$ cat config.mk
export PLATFORM = sky130hd
export DESIGN_NAME = mem_port_arbiter
export DESIGN_NICKNAME = d
export VERILOG_FILES = /design/src/rtl/mem_port_arbiter_pkg.sv /design/src/rtl/mem_port_arbiter_prio2.sv /design/src/rtl/mem_port_arbiter.sv
export SDC_FILE = /design/constraint.sdc
export NUM_CORES = 1
export LEC_CHECK = 0
export CAP_MARGIN = 20
export CORE_ASPECT_RATIO = 0.7
export CORE_MARGIN = 4
export CORE_UTILIZATION = 32
export DETAILED_ROUTE_END_ITERATION = 8
export PLACE_DENSITY = 0.7
export SYNTH_ARGS = -nofsm -noshare
export SYNTH_HDL_FRONTEND = slang
export SYNTH_SLANG_ARGS = --single-unit
export TNS_END_PERCENT = 10
$ cat constraint.sdc
create_clock -name clk -period 2.1 [get_ports clk]
set_clock_uncertainty 0.1 [all_clocks]
set_input_delay 0.315 -clock clk [delete_from_list [all_inputs] [get_ports clk]]
set_output_delay 0.315 -clock clk [all_outputs]
set_load 0.01 [all_outputs]
$ cat src/rtl/mem_port_arbiter_pkg.sv
// ============================================================================
// Module      : mem_port_arbiter_pkg
// Description : Shared types for the fetch/load-store memory port arbiter.
// Revision    : 1.0 - initial release
// ============================================================================
`default_nettype none

package mem_port_arbiter_pkg;

    localparam int CPU_XLEN = 32;
    localparam int STRB_W   = 4;

    typedef enum logic [1:0] {
        IDLE   = 2'd0,
        WAIT_I = 2'd1,
        WAIT_D = 2'd2
    } arb_state_t;

    typedef struct packed {
        logic [CPU_XLEN-1:0] adr;
        logic [CPU_XLEN-1:0] data;
        logic [STRB_W-1:0]   strobe;
        logic                we;
    } mem_req_t;

endpackage

`default_nettype wire

$ cat src/rtl/mem_port_arbiter_prio2.sv
// ============================================================================
// Module      : mem_port_arbiter_prio2
// Description : Two-input fixed-priority arbiter; i_lo_force lets the
//               low-priority requester win a contested round.
// Revision    : 1.0 - initial release
// ============================================================================
`default_nettype none

module mem_port_arbiter_prio2 (
    input  logic i_hi_req,
    input  logic i_lo_req,
    input  logic i_lo_force,
    output logic o_hi_gnt,
    output logic o_lo_gnt
);

    assign o_lo_gnt = i_lo_req & (~i_hi_req | i_lo_force);
    assign o_hi_gnt = i_hi_req & ~o_lo_gnt;

endmodule

`default_nettype wire

$ cat src/rtl/mem_port_arbiter.sv
// ============================================================================
// Module      : mem_port_arbiter
// Description : Shares one cache_32x4 memory port between instruction fetch
//               and load/store, one transaction outstanding, with timeout.
// Revision    : 1.0 - initial release
// ============================================================================
`default_nettype none

module mem_port_arbiter
    import mem_port_arbiter_pkg::*;
#(
    parameter int XLEN       = CPU_XLEN,
    parameter int STREAK_MAX = 4,
    parameter int TIMEOUT    = 64,
    parameter int TW         = $clog2(TIMEOUT + 1)
) (
    input  logic            clk,
    input  logic            rst,
    input  logic            i_req_v,
    input  logic [XLEN-1:0] i_adr,
    output logic            i_gnt,
    output logic [XLEN-1:0] i_resp,
    output logic            i_resp_v,
    input  logic            d_r_v,
    input  logic            d_w_v,
    input  logic [XLEN-1:0] d_adr,
    input  logic [XLEN-1:0] d_data,
    input  logic [3:0]      d_strobe,
    output logic            d_gnt,
    output logic [XLEN-1:0] d_resp,
    output logic            d_resp_v,
    output logic            m_r_v,
    output logic            m_w_v,
    output logic [XLEN-1:0] m_adr,
    output logic [XLEN-1:0] m_data,
    output logic [3:0]      m_strobe,
    input  logic [XLEN-1:0] m_resp,
    input  logic            m_resp_v,
    output logic            busy,
    output logic            err
);

    localparam int SW = $clog2(STREAK_MAX + 1);
    localparam logic [SW-1:0] c_streak_max = SW'(STREAK_MAX);
    localparam logic [TW-1:0] c_timer_last = TW'(TIMEOUT - 1);

    arb_state_t      r_state;
    logic [SW-1:0]   r_streak;
    logic [TW-1:0]   r_timer;
    logic            r_err;
    logic            r_m_r_v;
    logic            r_m_w_v;
    mem_req_t        r_req;

    logic            w_idle;
    logic            w_wait;
    logic            w_d_req;
    logic            w_arb_i;
    logic            w_arb_d;
    logic            w_gnt_i;
    logic            w_gnt_d;
    logic            w_timeout;
    logic            w_done;
    mem_req_t        w_new_req;

    assign w_idle  = (r_state == IDLE);
    assign w_wait  = (r_state == WAIT_I) || (r_state == WAIT_D);
    assign w_d_req = d_r_v | d_w_v;

    // Data is the high-priority side; a saturated streak hands the round to fetch.
    mem_port_arbiter_prio2 u_prio (
        .i_hi_req   (w_d_req),
        .i_lo_req   (i_req_v),
        .i_lo_force (r_streak == c_streak_max),
        .o_hi_gnt   (w_arb_d),
        .o_lo_gnt   (w_arb_i)
    );

    assign w_gnt_i = w_idle & w_arb_i;
    assign w_gnt_d = w_idle & w_arb_d;
    assign i_gnt   = w_gnt_i;
    assign d_gnt   = w_gnt_d;

    // A response arriving on the last allowed cycle beats the timeout.
    assign w_timeout = w_wait & ~m_resp_v & (r_timer == c_timer_last);
    assign w_done    = w_wait & (m_resp_v | w_timeout);

    assign i_resp_v = (r_state == WAIT_I) & w_done;
    assign d_resp_v = (r_state == WAIT_D) & w_done;
    assign i_resp   = ((r_state == WAIT_I) && m_resp_v) ? m_resp : '0;
    assign d_resp   = ((r_state == WAIT_D) && m_resp_v && !r_req.we) ? m_resp : '0;

    // Simultaneous load and store requests are resolved as a store.
    always_comb begin
        w_new_req        = '0;
        w_new_req.adr    = i_adr;
        if (w_gnt_d) begin
            w_new_req.adr    = d_adr;
            w_new_req.we     = d_w_v;
            w_new_req.data   = d_w_v ? d_data : '0;
            w_new_req.strobe = d_w_v ? d_strobe : 4'h0;
        end
    end

    always_ff @(posedge clk) begin
        if (rst) begin
            r_state  <= IDLE;
            r_streak <= '0;
            r_timer  <= '0;
            r_err    <= 1'b0;
            r_m_r_v  <= 1'b0;
            r_m_w_v  <= 1'b0;
            r_req    <= '0;
        end else begin
            unique case (r_state)
                IDLE: begin
                    r_timer <= '0;
                    if (w_gnt_i || w_gnt_d) begin
                        r_req   <= w_new_req;
                        r_m_r_v <= ~w_new_req.we;
                        r_m_w_v <= w_new_req.we;
                        r_state <= w_gnt_i ? WAIT_I : WAIT_D;
                    end
                end
                WAIT_I, WAIT_D: begin
                    if (w_done) begin
                        r_m_r_v <= 1'b0;
                        r_m_w_v <= 1'b0;
                        r_timer <= '0;
                        r_state <= IDLE;
                    end else begin
                        r_timer <= r_timer + 1'b1;
                    end
                end
                default: begin
                    r_state <= IDLE;
                end
            endcase

            // Only contested data wins count toward the anti-starvation streak.
            if (w_gnt_i) begin
                r_streak <= '0;
            end else if (w_gnt_d && i_req_v && (r_streak != c_streak_max)) begin
                r_streak <= r_streak + 1'b1;
            end

            if (w_timeout || (d_r_v && d_w_v)) begin
                r_err <= 1'b1;
            end
        end
    end

    assign m_r_v    = r_m_r_v;
    assign m_w_v    = r_m_w_v;
    assign m_adr    = r_req.adr;
    assign m_data   = r_req.data;
    assign m_strobe = r_req.strobe;
    assign busy     = ~w_idle;
    assign err      = r_err;

endmodule

`default_nettype wire

# After elaboration in Yosys (flattened, before gate mapping)
# Index checks and enable logic that the tools add are counted.
# totals
register_bits	84
latchBits	0
ramBits	0
rom_bits	0
input_bits	138
output_inout_bits	140
word_cells	69
mem_count	0
# classes
addsub	2
n_mul	0
div	0
order_cmp	0
eq_ne	7
shifts	0
muxes	16
bitwise_logic	17
n_reduce_logical	17
# ops
cell	n
$mux 32	3
$mux 69	1
$pmux 7 s2	1
$and 1x1->1	9
$add 7x1->7 const B	1
$eq 7x6->1 const B	1
$mux 7	1
$logic_and 1x1->1	6
$mux 2	3
$not 1->1	5
$mux 4	1
$pmux 1 s2	2
$pmux 2 s2	1
$reduce_and 2->1	2
$reduce_or 2->1	2
$add 3x1->3 const B	1
$eq 3x3->1 const B	1
$logic_or 1x1->1	3
$mux 1	3
$ne 3x3->1 const B	1
$or 1x1->1	3
$reduce_and 3->1	1
$eq 2x1->1 const B	1
$eq 2x2->1 const B	1
5 further kinds	5

# Depth between registers and ports, before layout
# logic_depth
ltp_word	11
ltp_mapped	8
ltp_nobuf	7

# Cells and area by module
# From an unflattened synthesis, not the netlist that was laid out.
# hier_totals
hier_cells	509
area_unflattened_um2	4464.3
# modules_own_cells
mod	n_inst	cells_each	area_per_inst_um2	seq_area_each_um2
mem_port_arbiter	1	506	4445.5	1681.6
mem_port_arbiter_prio2	1	3	18.8	0.0

# Worst setup path after synthesis
# OpenSTA, ideal clock, no wires.
# synth_timing
path_type	register -> register
startpoint	register r_state[0]
endpoint	register r_req (netlist bit m_adr[12])
setup_ns	0.081
arrival_ns	1.473
t_required_ns	1.919
slack_ns	0.446
path_stages_with_launch	8
n_path_buf	2
synth_period_minus_slack_ns	1.654
path_cell_list	dfxtp_1 inv_1 ha_1 buf_2 o31a_1 clkbuf_1 nor2_1 a211oi_2
# synth_between
elab_chain_cells	4
elab_cells_between_ends	6
cone_classes	1 x mux; 2 x bitwise; 3 x reduce/logical
# synth_rtl
element	line_no	text
start: declaration	mem_port_arbiter.sv:47	arb_state_t r_state;
start signal: assignment	mem_port_arbiter.sv:122	r_state <= w_gnt_i ? WAIT_I : WAIT_D;
$logic_not 2->1 (*)	mem_port_arbiter.sv:66, mem_port_arbiter.sv:115	
$and 1x1->1, on equally long branches	mem_port_arbiter.sv:79, mem_port_arbiter.sv:80	
$logic_or 1x1->1	mem_port_arbiter.sv:118	if (w_gnt_i || w_gnt_d) begin
$reduce_and 2->1 (no line)	n/a	
end signal: assignment	mem_port_arbiter.sv:119	r_req <= w_new_req;
end: declaration	mem_port_arbiter.sv:53	mem_req_t r_req;
# Mark *: on every way between the ends. The rest lies on a longest branch, timed or not.
# A chain may end at the register's enable or synchronous reset.

# Worst setup path after layout
# layout_timing
startpoint	register r_state[0]
endpoint	output i_resp[25]
# layout_between
elab_chain_cells	3
# layout_rtl
element	line_no	text
$eq 2x1->1	mem_port_arbiter.sv:90	assign i_resp = ((r_state == WAIT_I) && m_resp_v) ? m_resp : '0;
$logic_and 1x1->1	mem_port_arbiter.sv:90	
$mux 32	mem_port_arbiter.sv:90	
end: declaration	mem_port_arbiter.sv:22	output logic [XLEN-1:0] i_resp,
# No other way between the ends.

==> out/metrics.json <==
{
  "status": "complete, no violations",
  "synthesized_area_fraction_occupied_by_ao_oa_aoi_and_oai_cells": 0.236,
  "max_clock_freq_mhz": 488,
  "ant_diodes": 0,
  "hpwl_um": 11500,
  "clockBufferDepth": 2,
  "numPlacedInstances": 928,
  "avgRoutedWirePerCell_um": 15.9,
  "cts-htree-levels": 3,
  "critPathRequiredTime_ns": 1.68,
  "clk-insertion-delay-late_ns": 0.33,
  "gp_routability_congestion": 0.802,
  "die_height_um": 109,
  "clock-sinks": 84,
  "slew_margin_rel": 0.659,
  "cts_tree": "done",
  "tightest_slew_ns": 0.512,
  "chipWidth_um": 152,
  "worstSetupEndpointType": "output port",
  "routed_wl_um": 15100,
  "yosys.area_share.xor_xnor": 0.00941,
  "worst_setup_hold_path_clk_slew_ns": 0.06,
  "grt_pass1_vias": 4853,
  "route.vias.total": 4500,
  "synthToLayoutAreaGrowth_pct": 61.5,
  "synth_top_family_by_area": "compound AO/OA/AOI/OAI gates",
  "number_of_buffers_inserted_during_clock_tree_synthesis": 9,
  "syn-mean-instance-area_sq_um": 8.62,
  "final_cells": 951,
  "io-pin-count": 278,
  "layout_worst_path_cycle_share": 0.976,
  "path_type_of_the_worst_setup_path": "reg2out",
  "post_synth_mux_area_share": 0.00215,
  "timing.final.hold_violations": 0,
  "dieArea_sq_mm": 0.0166,
  "ys_ff_latch": 84,
  "p_per_area_mw_per_mm2": 698,
  "setup_viol_count_final": 0,
  "avgViaCountPerCell": 4.73,
  "synth-adder-area-share": 0.0188,
  "hold_path_class": "in2reg",
  "ant_nets": 0,
  "crit_path_start_kind": "flop",
  "pin_count_of_the_biggest_net_entering_global_routing": 43,
  "synth.net_count": 685,
  "whs_ns": 0.344,
  "fin_total_pwr_mw": 5.25,
  "synth.cell_area_sq_mm": 0.00465,
  "synth_enable_flop_cells": 0,
  "final_max_slew_viol_count": 0,
  "syn-instance-count": 540,
  "layout-drive-gt1-share": 0.193,
  "remaining_drc_errors": 0,
  "drt_iter0_drc": 174,
  "multi_input_area_sq_mm": 0.00225,
  "antenna_found_initial": 0,
  "rrSetupSlack_ns": 0.30,
  "ys_dominant_reg_cell": "sky130_fd_sc_hd__dfxtp_1",
  "io_buffer_count": 277,
  "worstPathMaxFanout": 33,
  "synth_simple_gate_area_share": 0.208,
  "first_pass_grt_wire_length_um": 24200,
  "drt-pass1-iter-count": 5,
  "max_cap_viol": 0,
  "synth.lib_cells_used.distinct": 43,
  "post_dp_cell_area_sq_mm": 0.00725,
  "synth_seq_area_share": 0.361,
  "grt.overflow.total": 0,
  "postSynth.asyncResetShare": 0,
  "vdd.ir_drop.worst_mv": 0.377,
  "grt.total_usage": 0.178,
  "holdBufCountCts": 0,
  "fin_nets": 901,
  "total_leakage_power_nw": 3.21,
  "postLayoutCellArea_sq_mm": 0.00752,
  "ys_warn_count": 0,
  "core_region_area_sq_mm": 0.0141,
  "rows": 36,
  "grt_setup_unrepaired": "yes",
  "seqCellArea_sq_mm": 0.00169,
  "starting_density_of_the_core": 0.330,
  "critPathArrivalTime_ns": 1.63,
  "most-common-layout-cells": "207 x sky130_fd_sc_hd__clkdlybuf4s50_1, 83 x sky130_fd_sc_hd__nor2_1, 82 x sky130_fd_sc_hd__dfxtp_1",
  "root_buffer": "sky130_fd_sc_hd__clkbuf_16",
  "num-fill-cells": 1275,
  "final_common_cell": "sky130_fd_sc_hd__clkdlybuf4s50_1",
  "min_period_ns": 2.05
}
## layer usage
metal	global-route usage	vias to the layer above	wire length, um
met2	0.329	187	7490
met5	0	-	0
met1	0.187	2079	5820
met3	0.0722	24	1510
li1	-	2210	-
met4	0.0558	0	308
## stage by stage
| step | TNS, ns | utilization | worst slack [ns] |
|---|---|---|---|
| detailed placement | -11.00 | 0.514 | -0.228 |
| finish | 0 | 0.533 | 0.0506 |
| global placement | -8.68 | 0.514 | -0.189 |
| CTS | -0.857 | 0.539 | -0.0918 |
| floorplan | 0 | - | 0.446 |
| global route | -0.0124 | 0.533 | -0.0124 |
## timing repair
action                                  CTS  global route
cloned                                    3             0
endpoints found under the setup margin   69            28
pin swaps                                 2             2
buffers inserted                          5             0
resized for setup                       146            26
## cell type report
cell class              instances  share of cell area
repair buffers                313               0.397
multi-input cells             338               0.299
flip-flops and latches         84               0.224
well taps                     190              0.0316
clock buffers                  11              0.0310
clock inverters                 5              0.0113
inverters                      10             0.00533
## final timing paths
| path | from | to | depth (start not counted) |
|---|---|---|---|
| worst max-delay path | r_state[0] | i_resp[25] | 5 |
| worst min-delay path | rst | r_streak[0] | 2 |
| worst max register to register | r_state[1] | m_data[2] | 7 |
| worst min register to register | r_streak[1] | r_streak[1] | 2 |
## Yosys cell counts, types with 3 or more instances
| library cell | count | area share |
|---|---|---|
| sky130_fd_sc_hd__nor2_1 | 85 | 0.069 |
| sky130_fd_sc_hd__dfxtp_1 | 84 | 0.36 |
| sky130_fd_sc_hd__buf_4 | 69 | 0.11 |
| sky130_fd_sc_hd__a22oi_1 | 36 | 0.058 |
| sky130_fd_sc_hd__nand2_1 | 36 | 0.029 |
| sky130_fd_sc_hd__and3_1 | 33 | 0.044 |
| sky130_fd_sc_hd__and2_1 | 32 | 0.043 |
| sky130_fd_sc_hd__a211oi_2 | 28 | 0.075 |
| sky130_fd_sc_hd__a21oi_2 | 28 | 0.053 |
| sky130_fd_sc_hd__clkbuf_1 | 20 | 0.016 |
| sky130_fd_sc_hd__a21oi_1 | 13 | 0.014 |
| sky130_fd_sc_hd__buf_2 | 12 | 0.013 |
| sky130_fd_sc_hd__inv_1 | 9 | 0.0073 |
| sky130_fd_sc_hd__ha_1 | 7 | 0.019 |
| sky130_fd_sc_hd__o21ai_0 | 5 | 0.0054 |
| sky130_fd_sc_hd__a211oi_1 | 4 | 0.0065 |
| sky130_fd_sc_hd__buf_8 | 3 | 0.0097 |
| sky130_fd_sc_hd__nor2b_1 | 3 | 0.0040 |
| sky130_fd_sc_hd__xnor2_1 | 3 | 0.0056 |
## state kept, by name, summed over array words and instances (netlist names)
signal / cells
m_adr: 32
m_data: 32
r_timer: 7
m_strobe: 4
r_streak: 3
r_state: 2
err: 1
m_r_v: 1
m_w_v: 1
r_req: 1
## report_power, final
| group | switching, mW | leakage (nW) | internal [mW] |
|---|---|---|---|
| Combinational | 0.793 | 2.36 | 0.895 |
| Clock | 0.658 | 0.150 | 1.05 |
| Sequential | 0.0971 | 0.693 | 1.76 |
## critical path: stages (launching register included)
cell,delay [ns]
sky130_fd_sc_hd__dfxtp_2,0.32
sky130_fd_sc_hd__buf_4,0.14
sky130_fd_sc_hd__ha_1,0.22
sky130_fd_sc_hd__buf_12,0.16
sky130_fd_sc_hd__and3_1,0.16
sky130_fd_sc_hd__dlygate4sd2_1,0.29
## cell families after synthesis
kind of cell,after synthesis
multiplexers,1
flip-flops,84
buffers and inverters,118
AND/OR/NAND/NOR,200
AO/OA/AOI/OAI,125
XOR/XNOR,5
adder cells (fa/ha/maj),7
Power figures use the tool's default switching activity.
